==> config.mk <==
export PLATFORM = sky130hd
export DESIGN_NAME = pipeline_stage_skid_flat
export DESIGN_NICKNAME = d
export VERILOG_FILES = /design/src/rtl/pipeline_stage_skid_if.sv /design/src/rtl/pipeline_stage_skid.sv /design/src/flat_wrapper.sv
export SDC_FILE = /design/constraint.sdc
export NUM_CORES = 1
export LEC_CHECK = 0
export BUFFER_PORTS_ARGS = -buffer_cell sky130_fd_sc_hd__buf_2
export CORE_MARGIN = 4
export CORE_UTILIZATION = 53
export DETAILED_ROUTE_END_ITERATION = 7
export PLACE_DENSITY = 0.78
export SYNTH_ARGS = -nofsm -noshare
export SYNTH_HDL_FRONTEND = slang
export SYNTH_SLANG_ARGS = --single-unit
==> constraint.sdc <==
create_clock -name clk -period 4.9 [get_ports clk]
set_input_delay 0.735 -clock clk [delete_from_list [all_inputs] [get_ports clk]]
set_output_delay 0.735 -clock clk [all_outputs]
set_load 0.02 [all_outputs]
==> src/rtl/pipeline_stage_skid_if.sv <==
// Valid/ready handshake bundle carrying one instruction (control bits plus payload).
// The producer uses the master modport and the consumer uses the slave modport.
interface pipeline_stage_skid_if #(
  parameter int DATA_W = 32,
  parameter int CTRL_W = 8
);
  logic              valid;
  logic              ready;
  logic [CTRL_W-1:0] ctrl;
  logic [DATA_W-1:0] data;

  modport master (output valid, output ctrl, output data, input  ready);
  modport slave  (input  valid, input  ctrl, input  data, output ready);
endinterface

==> src/rtl/pipeline_stage_skid.sv <==
// Elastic pipeline stage with a main slot (M) and an optional skid slot (S).
// With SKID_EN=1, ready is a pure register output. With SKID_EN=0, the stage is a
// single slot whose ready passes the downstream ready through combinationally.
// Control bits read as zero whenever the stage output is invalid. The payload holds
// its last value. Flush kills every held entry and any incoming entry.
module pipeline_stage_skid #(
  parameter int          DATA_W  = 32,
  parameter int          CTRL_W  = 8,
  parameter int unsigned SKID_EN = 1
) (
  input  logic                   clk,
  input  logic                   reset,
  pipeline_stage_skid_if.slave   up,
  pipeline_stage_skid_if.master  dn,
  input  logic                   flush_i,
  output logic [1:0]             occupancy_o,
  output logic [7:0]             flush_cnt_o
);

  typedef enum logic [1:0] {
    ST_EMPTY,
    ST_HALF,
    ST_FULL
  } state_e;

  state_e            state_q, state_d;
  logic [DATA_W-1:0] m_data_q, m_data_d;
  logic [CTRL_W-1:0] m_ctrl_q, m_ctrl_d;
  logic [DATA_W-1:0] s_data_q, s_data_d;
  logic [CTRL_W-1:0] s_ctrl_q, s_ctrl_d;
  logic [1:0]        occ_q, occ_d;
  logic [7:0]        flush_cnt_q, flush_cnt_d;

  logic              m_valid;
  logic              s_valid;
  logic              ready;
  logic              accept;
  logic              emit;
  logic              kill_m;
  logic [8:0]        cnt_sum;

  // Slot valid flags decoded from the state, and the handshake qualifiers
  always_comb begin
    m_valid = (state_q != ST_EMPTY);
    s_valid = (state_q == ST_FULL);
    if (SKID_EN != 0) ready = ~s_valid;
    else              ready = dn.ready | ~m_valid;
    accept  = up.valid & ready;
    emit    = m_valid & dn.ready;
  end

  assign up.ready    = ready;
  assign dn.valid    = m_valid;
  assign dn.ctrl     = m_valid ? m_ctrl_q : '0;
  assign dn.data     = m_data_q;
  assign occupancy_o = occ_q;
  assign flush_cnt_o = flush_cnt_q;

  // Next state, slot loads and flush accounting; flush overrides all transfers
  always_comb begin
    state_d     = state_q;
    m_data_d    = m_data_q;
    m_ctrl_d    = m_ctrl_q;
    s_data_d    = s_data_q;
    s_ctrl_d    = s_ctrl_q;
    flush_cnt_d = flush_cnt_q;
    occ_d       = occ_q;
    kill_m      = m_valid & ~emit;
    cnt_sum     = {1'b0, flush_cnt_q} + {8'd0, kill_m} + {8'd0, s_valid};

    if (flush_i) begin
      state_d     = ST_EMPTY;
      flush_cnt_d = cnt_sum[8] ? 8'hFF : cnt_sum[7:0];
    end else begin
      unique case (state_q)
        ST_EMPTY: begin
          if (accept) begin
            state_d  = ST_HALF;
            m_data_d = up.data;
            m_ctrl_d = up.ctrl;
          end
        end
        ST_HALF: begin
          if (accept && emit) begin
            m_data_d = up.data;
            m_ctrl_d = up.ctrl;
          end else if (accept && (SKID_EN != 0)) begin
            state_d  = ST_FULL;
            s_data_d = up.data;
            s_ctrl_d = up.ctrl;
          end else if (emit) begin
            state_d = ST_EMPTY;
          end
        end
        ST_FULL: begin
          if (emit) begin
            state_d  = ST_HALF;
            m_data_d = s_data_q;
            m_ctrl_d = s_ctrl_q;
          end
        end
        default: state_d = ST_EMPTY;
      endcase
    end

    unique case (state_d)
      ST_HALF: occ_d = 2'd1;
      ST_FULL: occ_d = 2'd2;
      default: occ_d = 2'd0;
    endcase
  end

  // State and slot registers, cleared asynchronously
  always_ff @(posedge clk or negedge reset) begin
    if (!reset) begin
      state_q     <= ST_EMPTY;
      m_data_q    <= '0;
      m_ctrl_q    <= '0;
      s_data_q    <= '0;
      s_ctrl_q    <= '0;
      occ_q       <= '0;
      flush_cnt_q <= '0;
    end else begin
      state_q     <= state_d;
      m_data_q    <= m_data_d;
      m_ctrl_q    <= m_ctrl_d;
      s_data_q    <= s_data_d;
      s_ctrl_q    <= s_ctrl_d;
      occ_q       <= occ_d;
      flush_cnt_q <= flush_cnt_d;
    end
  end

endmodule
==> src/flat_wrapper.sv <==
// flat-port wrapper written by rule: the top's interface ports become plain ports
module pipeline_stage_skid_flat 
#(
  parameter int          DATA_W  = 32,
  parameter int          CTRL_W  = 8,
  parameter int unsigned SKID_EN = 1
)
  (clk, reset, flush_i, occupancy_o, flush_cnt_o, up_valid, up_ctrl, up_data, up_ready, dn_valid, dn_ctrl, dn_data, dn_ready);
  pipeline_stage_skid_if #(.DATA_W(DATA_W), .CTRL_W(CTRL_W)) up_i ();
  pipeline_stage_skid_if #(.DATA_W(DATA_W), .CTRL_W(CTRL_W)) dn_i ();
  input  logic clk;
  input  logic reset;
  input  logic flush_i;
  output logic [1:0] occupancy_o;
  output logic [7:0] flush_cnt_o;
  input wire logic [$bits(up_i.valid)-1:0] up_valid;
  input wire logic [$bits(up_i.ctrl)-1:0] up_ctrl;
  input wire logic [$bits(up_i.data)-1:0] up_data;
  output wire logic [$bits(up_i.ready)-1:0] up_ready;
  output wire logic [$bits(dn_i.valid)-1:0] dn_valid;
  output wire logic [$bits(dn_i.ctrl)-1:0] dn_ctrl;
  output wire logic [$bits(dn_i.data)-1:0] dn_data;
  input wire logic [$bits(dn_i.ready)-1:0] dn_ready;
  assign up_i.valid = up_valid;
  assign up_i.ctrl = up_ctrl;
  assign up_i.data = up_data;
  assign up_ready = up_i.ready;
  assign dn_valid = dn_i.valid;
  assign dn_ctrl = dn_i.ctrl;
  assign dn_data = dn_i.data;
  assign dn_i.ready = dn_ready;
  pipeline_stage_skid #(.DATA_W(DATA_W), .CTRL_W(CTRL_W), .SKID_EN(SKID_EN)) u_core (.clk(clk), .reset(reset), .up(up_i), .dn(dn_i), .flush_i(flush_i), .occupancy_o(occupancy_o), .flush_cnt_o(flush_cnt_o));
endmodule
# Yosys cells after proc, flatten, opt, wreduce, memory -nomap -nowiden

Index checks and enable logic that the tools add are counted.

Eq/ne operators: 7
Add/subtract/negate cells: 2
Bitwise logic cells: 7
Reductions and logical operators: 6
Multiplexer cells: 18

Operators by type and width:

| operator                                              | count |
|---|---|
| 2-to-1 mux 32 bit                                     | 3 |
| one-hot mux 32 bit (3 select lines)                   | 1 |
| 2-to-1 mux 8 bit                                      | 5 |
| one-hot mux 8 bit (3 select lines)                    | 1 |
| 2-to-1 mux 2 bit                                      | 6 |
| adder 8 x 1 -> 9 bit                                  | 1 |
| adder 9 x 1 -> 9 bit                                  | 1 |
| one-hot mux 2 bit (3 select lines)                    | 1 |
| AND reduction 5 bit                                   | 1 |
| == test 2 x 1 -> 1 bit, second input constant         | 2 |
| == test 2 bit, second input constant                  | 2 |
| inequality test 2 x 1 -> 1 bit, second input constant | 2 |
| inverter 1 bit                                        | 4 |
| one-hot mux 2 bit (2 select lines)                    | 1 |
| AND reduction 4 bit                                   | 1 |
| bitwise AND 1 bit                                     | 3 |
| nonzero test 3 bit                                    | 1 |
| zero test 2 bit                                       | 1 |
| inequality test 2 bit, second input constant          | 1 |
| nonzero test 2 bit                                    | 1 |
| logical AND 1 bit                                     | 1 |

Input bits: 45
Word-level logic and storage cells: 47
Bits in registers: 92
Output and inout bits: 52

# Depth between registers and ports, before layout

Depth after elaboration: 9
Gate-level depth with buffers: 9
Mapped depth without buffers: 7

# Worst setup path after synthesis

OpenSTA, ideal clock, no wires.

Kind: flip-flop to flip-flop
Start: register u_core.state_q[0]
End: register u_core.flush_cnt_q[4] (netlist: u_core.flush_cnt_o[4])
Clock period less this slack: 2.321 ns
Path slack: 2.579 ns
Required time: 4.775 ns
Arrival time: 2.196 ns
Stages on the path, launching flop included: 9
Library setup time: 0.125 ns
Cell sequence: dfrtp_1 nor2_1 nor2_1 fa_1 ha_1 and3_1 clkbuf_1 nand2_1 mux2_2

Cells in the longest elaborated chain, start to end: 7
Elaborated cells between the ends (all ways): 8
Those cells by class: add/sub (2); eq/ne (1); mux (1); bitwise (3); reduce/logical (1)

RTL lines:

| item                     | RTL line                   | source |
|---|---|---|
| start: declaration       | pipeline_stage_skid.sv:26  | `state_e state_q, state_d;` |
| start signal: assignment | pipeline_stage_skid.sv:124 | `state_q <= state_d;` |
| nonzero test 2 bit       | pipeline_stage_skid.sv:44  | `m_valid = (state_q != ST_EMPTY);` |
| bitwise AND 1 bit        | pipeline_stage_skid.sv:49  | `emit = m_valid & dn.ready;` |
| inverter 1 bit           | pipeline_stage_skid.sv:68  | `kill_m = m_valid & ~emit;` |
| bitwise AND 1 bit        | pipeline_stage_skid.sv:68  |  |
| adder 8 x 1 -> 9 bit     | pipeline_stage_skid.sv:69  | `cnt_sum = {1'b0, flush_cnt_q} + {8'd0, kill_m} + {8'd0, s_valid};` |
| adder 9 x 1 -> 9 bit (*) | pipeline_stage_skid.sv:69  |  |
| 2-to-1 mux 8 bit (*)     | pipeline_stage_skid.sv:73  | `flush_cnt_d = cnt_sum[8] ? 8'hFF : cnt_sum[7:0];` |
| end signal: assignment   | pipeline_stage_skid.sv:130 | `flush_cnt_q <= flush_cnt_d;` |
| end: declaration         | pipeline_stage_skid.sv:32  | `logic [7:0] flush_cnt_q, flush_cnt_d;` |

Mark *: on every way between the ends. The rest lies on a longest branch, timed or not.
A chain may end at the register's enable or synchronous reset.

# Worst setup path in the final report

Start: input port dn_ready
End: register u_core.m_ctrl_q[6]

Cells in the longest elaborated chain, start to end: 4
Elaborated cells between the ends (all ways): 5
Those cells by class: eq/ne (2); bitwise (1); reduce/logical (2)

RTL lines:

| item                                     | RTL line                   | source |
|---|---|---|
| start: declaration                       | flat_wrapper.sv:23         | `input wire logic [$bits(dn_i.ready)-1:0] dn_ready;` |
| bitwise AND 1 bit (*)                    | pipeline_stage_skid.sv:49  |  |
| logical AND 1 bit                        | pipeline_stage_skid.sv:84  | `if (accept && emit) begin` |
| inequality test 2 x 1 -> 1 bit (no line) | --                         |  |
| AND reduction 5 bit (no line) (*)        | --                         |  |
| end signal: assignment                   | pipeline_stage_skid.sv:126 | `m_ctrl_q <= m_ctrl_d;` |
| end: declaration                         | pipeline_stage_skid.sv:28  | `logic [CTRL_W-1:0] m_ctrl_q, m_ctrl_d;` |

Marks and branches as above.

==> results.py <==
metrics = {
    "status": {
        "status": "finished, final reports clean",
    },
    "die": {
        "ios": 97,
        "die_x_um": 99.9,
        "initial_core_util_pct": 54.5,
        "dieArea_um2": 9980,
        "die_y_um": 99.9,
        "core-area_um2": 8220,
        "row_count": 33,
    },
    "timing": {
        "tns_ns": 0,
        "relSlewSlack_pct": 20.3,
        "worstMarginPinSlew_ns": 1.19,
        "final.period_utilization_pct": 55.6,
        "timing_hold_violations_final": 0,
        "period_needed_ns": 2.73,
        "setup_slack_ns": 2.17,
        "setup_viol": 0,
        "rsz0062_at_grt": "false",
        "maxSlewViolCount": 0,
        "fmax_ghz": 0.367,
        "clock-skew-final_ns": 0.00958,
    },
    "clock_network": {
        "cts_buffer_depth": 2,
        "cts_inserted_buffers": 9,
        "cts_tree": "built",
        "postCtsSetupBuffers": 0,
        "clock_latency_ns": 0.36,
        "ctsResizeCount": 0,
        "ctsHoldBuffers": 0,
        "cts.clk_slew.worst_paths_ns": 0.09,
        "cts-root-buf": "clkbuf_8",
        "h-tree-depth": 3,
        "clock-sinks": 92,
    },
    "place": {
        "dpl.hpwl_mm": 5.39,
        "port_buffers": 96,
        "pre_cts_ws_ns": 1.76,
        "globalplace.congestion": 0.818,
    },
    "yosys": {
        "synth_area_leader_cell": "dfrtp_1",
        "synth_area_um2": 4470,
        "ys_top_cells_by_area": "dfrtp_1 51%, mux2_4 25%, mux2_2 12%, buf_8 1.3%, nor2b_1 1.3%",
        "avgSynthCellArea_um2": 15.7,
        "yosys.cell_types.count": 33,
        "async_flop_share_pct": 100,
        "synth_cells": 285,
        "synth_edf_count": 0,
        "synth_nets": 332,
        "synth_top_area_share_pct": 51.5,
        "ys_seq_area_share_pct": 51.5,
        "synth_common_cells": "92 x dfrtp_1, 74 x mux2_4, 47 x mux2_2, 9 x nor2b_1, 8 x nand2_1",
        "ys.flop_type": "dfrtp_1",
        "ys_warn_count": 0,
        "synth_most_common_cell": "dfrtp_1",
        "ys_seq_elements": 92,
    },
    "critical_path": {
        "cp.arrival_ns": 2.97,
        "crit_type": "input port to flop",
        "critPathRequiredTime_ns": 5.14,
        "cp_top_family": "compound AO/OA/AOI/OAI gates",
        "start_kind": "input port",
        "crit_slowest_cell": "o31ai_4",
        "path_cells": "buf_2 -> mux2i_1 -> o31ai_4 -> buf_4 -> mux2_2",
        "cp_num_buf_inv": 2,
        "end_kind": "flop",
        "slowest_delay_ns": 0.96,
        "crit_fanout": 24,
    },
    "power_and_ir_drop": {
        "p_per_area_nw_per_um2": 422,
        "p_switching_uw": 623,
        "clock_power_share_pct": 27.8,
        "max-vdd-ir-drop_v": 0.000218,
        "switching_share_pct": 28.4,
        "sequentialPowerShare_pct": 47.6,
        "comb_power_share_pct": 24.7,
        "p_int_mw": 1.57,
        "p_leak_nw": 2.54,
    },
    "global_route": {
        "grt_max_degree": 55,
        "use_met3_pct": 5.00,
        "met2_usage_pct": 27.0,
        "use_met1_pct": 21.7,
        "antenna_found_initial": 0,
        "top_usage_layer": "met2",
        "track_usage_pct": 16.7,
        "overflow": 0,
        "grt_pass1_vias": 2709,
        "grt_pass1_wl_mm": 13.0,
    },
    "layout": {
        "diodes": 0,
        "nets": 427,
        "layout-drive-gt1-share_pct": 62.6,
        "area_delta_synth_final_pct": 16.4,
        "fill_cells": 658,
    },
    "hold_path": {
        "min_path_type": "input port to asynchronous set/reset pin",
    },
    "drt": {
        "ant_nets": 0,
        "wl_per_cell_um": 16.0,
        "first_pass_iters": 4,
        "post-route-drc-count": 0,
        "drt_iter0_markers": 60,
        "vias": 2558,
        "wl_mm": 7.84,
        "vias_per_cell": 5.22,
    },
    "run": {
        "max-cap-violations": 0,
    },
}
[placed cells by master (no fill, tap or decap), types with 2 or more instances in the layout]
master / Yosys / routed
buf_2: 4 / 95
dfrtp_1: 92 / 92
mux2_4: 74 / 74
mux2_2: 47 / 47
nor2b_1: 9 / 9
clkbuf_8: 1 / 9
nand2_1: 8 / 8
a21oi_1: 5 / 5
mux2i_1: 4 / 4
nor2_1: 4 / 4
buf_4: 1 / 4
inv_1: 3 / 3
nor3_1: 3 / 3
bufinv_16: 0 / 3
o21ba_2: 2 / 2
and3_1: 2 / 2
nand4_1: 2 / 2
[metrics by stage]
| step | total power [mW] | cell area (um^2) | instances | hold slack, ns | utilization (%) |
|---|---|---|---|---|---|
| floorplan | 1.44 | 4470 | 285 | 0.439 | - |
| global route | 2.31 | 5210 | 490 | 0.439 | 63.4 |
| detailed placement | 1.61 | 4970 | 474 | 0.486 | 60.5 |
| global placement | 1.59 | 4970 | 474 | 0.483 | 60.5 |
| CTS | 2.22 | 5210 | 490 | 0.426 | 63.4 |
| finish | 2.20 | 5210 | 490 | 0.407 | 63.4 |
[per-layer routing]
metal	share of wire [%]	routed length (um)	vias up
met5	0	0	-
met4	0.99	78	0
met3	5.9	464	10
met2	50	3890	64
met1	43	3410	1292
li1	-	-	1192
[power by group through the flow]
stage	Clock (mW)	Combinational (mW)	Sequential (mW)
after floorplan	0	0.306	1.13
after global placement	0	0.537	1.05
after detailed placement	0	0.552	1.06
after CTS	0.623	0.551	1.05
after global routing	0.658	0.584	1.07
final	0.609	0.542	1.05
[state kept, by name, indices dropped and copies added, names as in the netlist]
register,flops
u_core.dn.data,32
u_core.s_data_q,32
u_core.flush_cnt_o,8
u_core.m_ctrl_q,8
u_core.s_ctrl_q,8
u_core.occupancy_o,2
u_core.state_q,2
[cell families (layout without fill, tap and decap cells)]
logic type                 count (synthesis)  in the layout  share of synthesized area, %
and+or+nand+nor                           34             34                          4.19
adders and majority gates                  2              2                         0.727
DFF                                       92             92                          51.5
xor gates and xnor gates                   1              1                         0.196
AOI/OAI and AO/OA                         13             13                          2.27
muxes                                    125            125                          37.6
buffers and inverters                     18            118                          3.61
[path summary, 6_finish.rpt]
kind                       slack [ns]                             from  cells past startpoint                         endpoint
max                              2.17                         dn_ready                      5   u_core.m_ctrl_q[6]$_DFFE_PN0P_
max reg2reg                      2.20      u_core.state_q[1]$_DFF_PN0_                      4   u_core.m_ctrl_q[6]$_DFFE_PN0P_
min                              0.41                            reset                      1   u_core.dn.data[19]$_DFFE_PN0P_
max in group asynchronous        3.54                            reset                      2  u_core.s_data_q[10]$_DFFE_PN0P_
min in group clk                 0.51  u_core.s_data_q[31]$_DFFE_PN0P_                      1  u_core.s_data_q[31]$_DFFE_PN0P_
min reg2reg                      0.51  u_core.s_data_q[31]$_DFFE_PN0P_                      1  u_core.s_data_q[31]$_DFFE_PN0P_
[layout make-up]
class                      count  area [um^2]  share of cell area [%]
clock buffer                  10          128                    2.45
clock inverter                 6          111                    2.14
inverter                       3         11.3                   0.216
multi-input combinational    175         2020                    38.8
sequential                    92         2300                    44.2
tap                          105          131                    2.52
timing repair buffer          99          505                    9.70
Power figures use the tool's default switching activity.
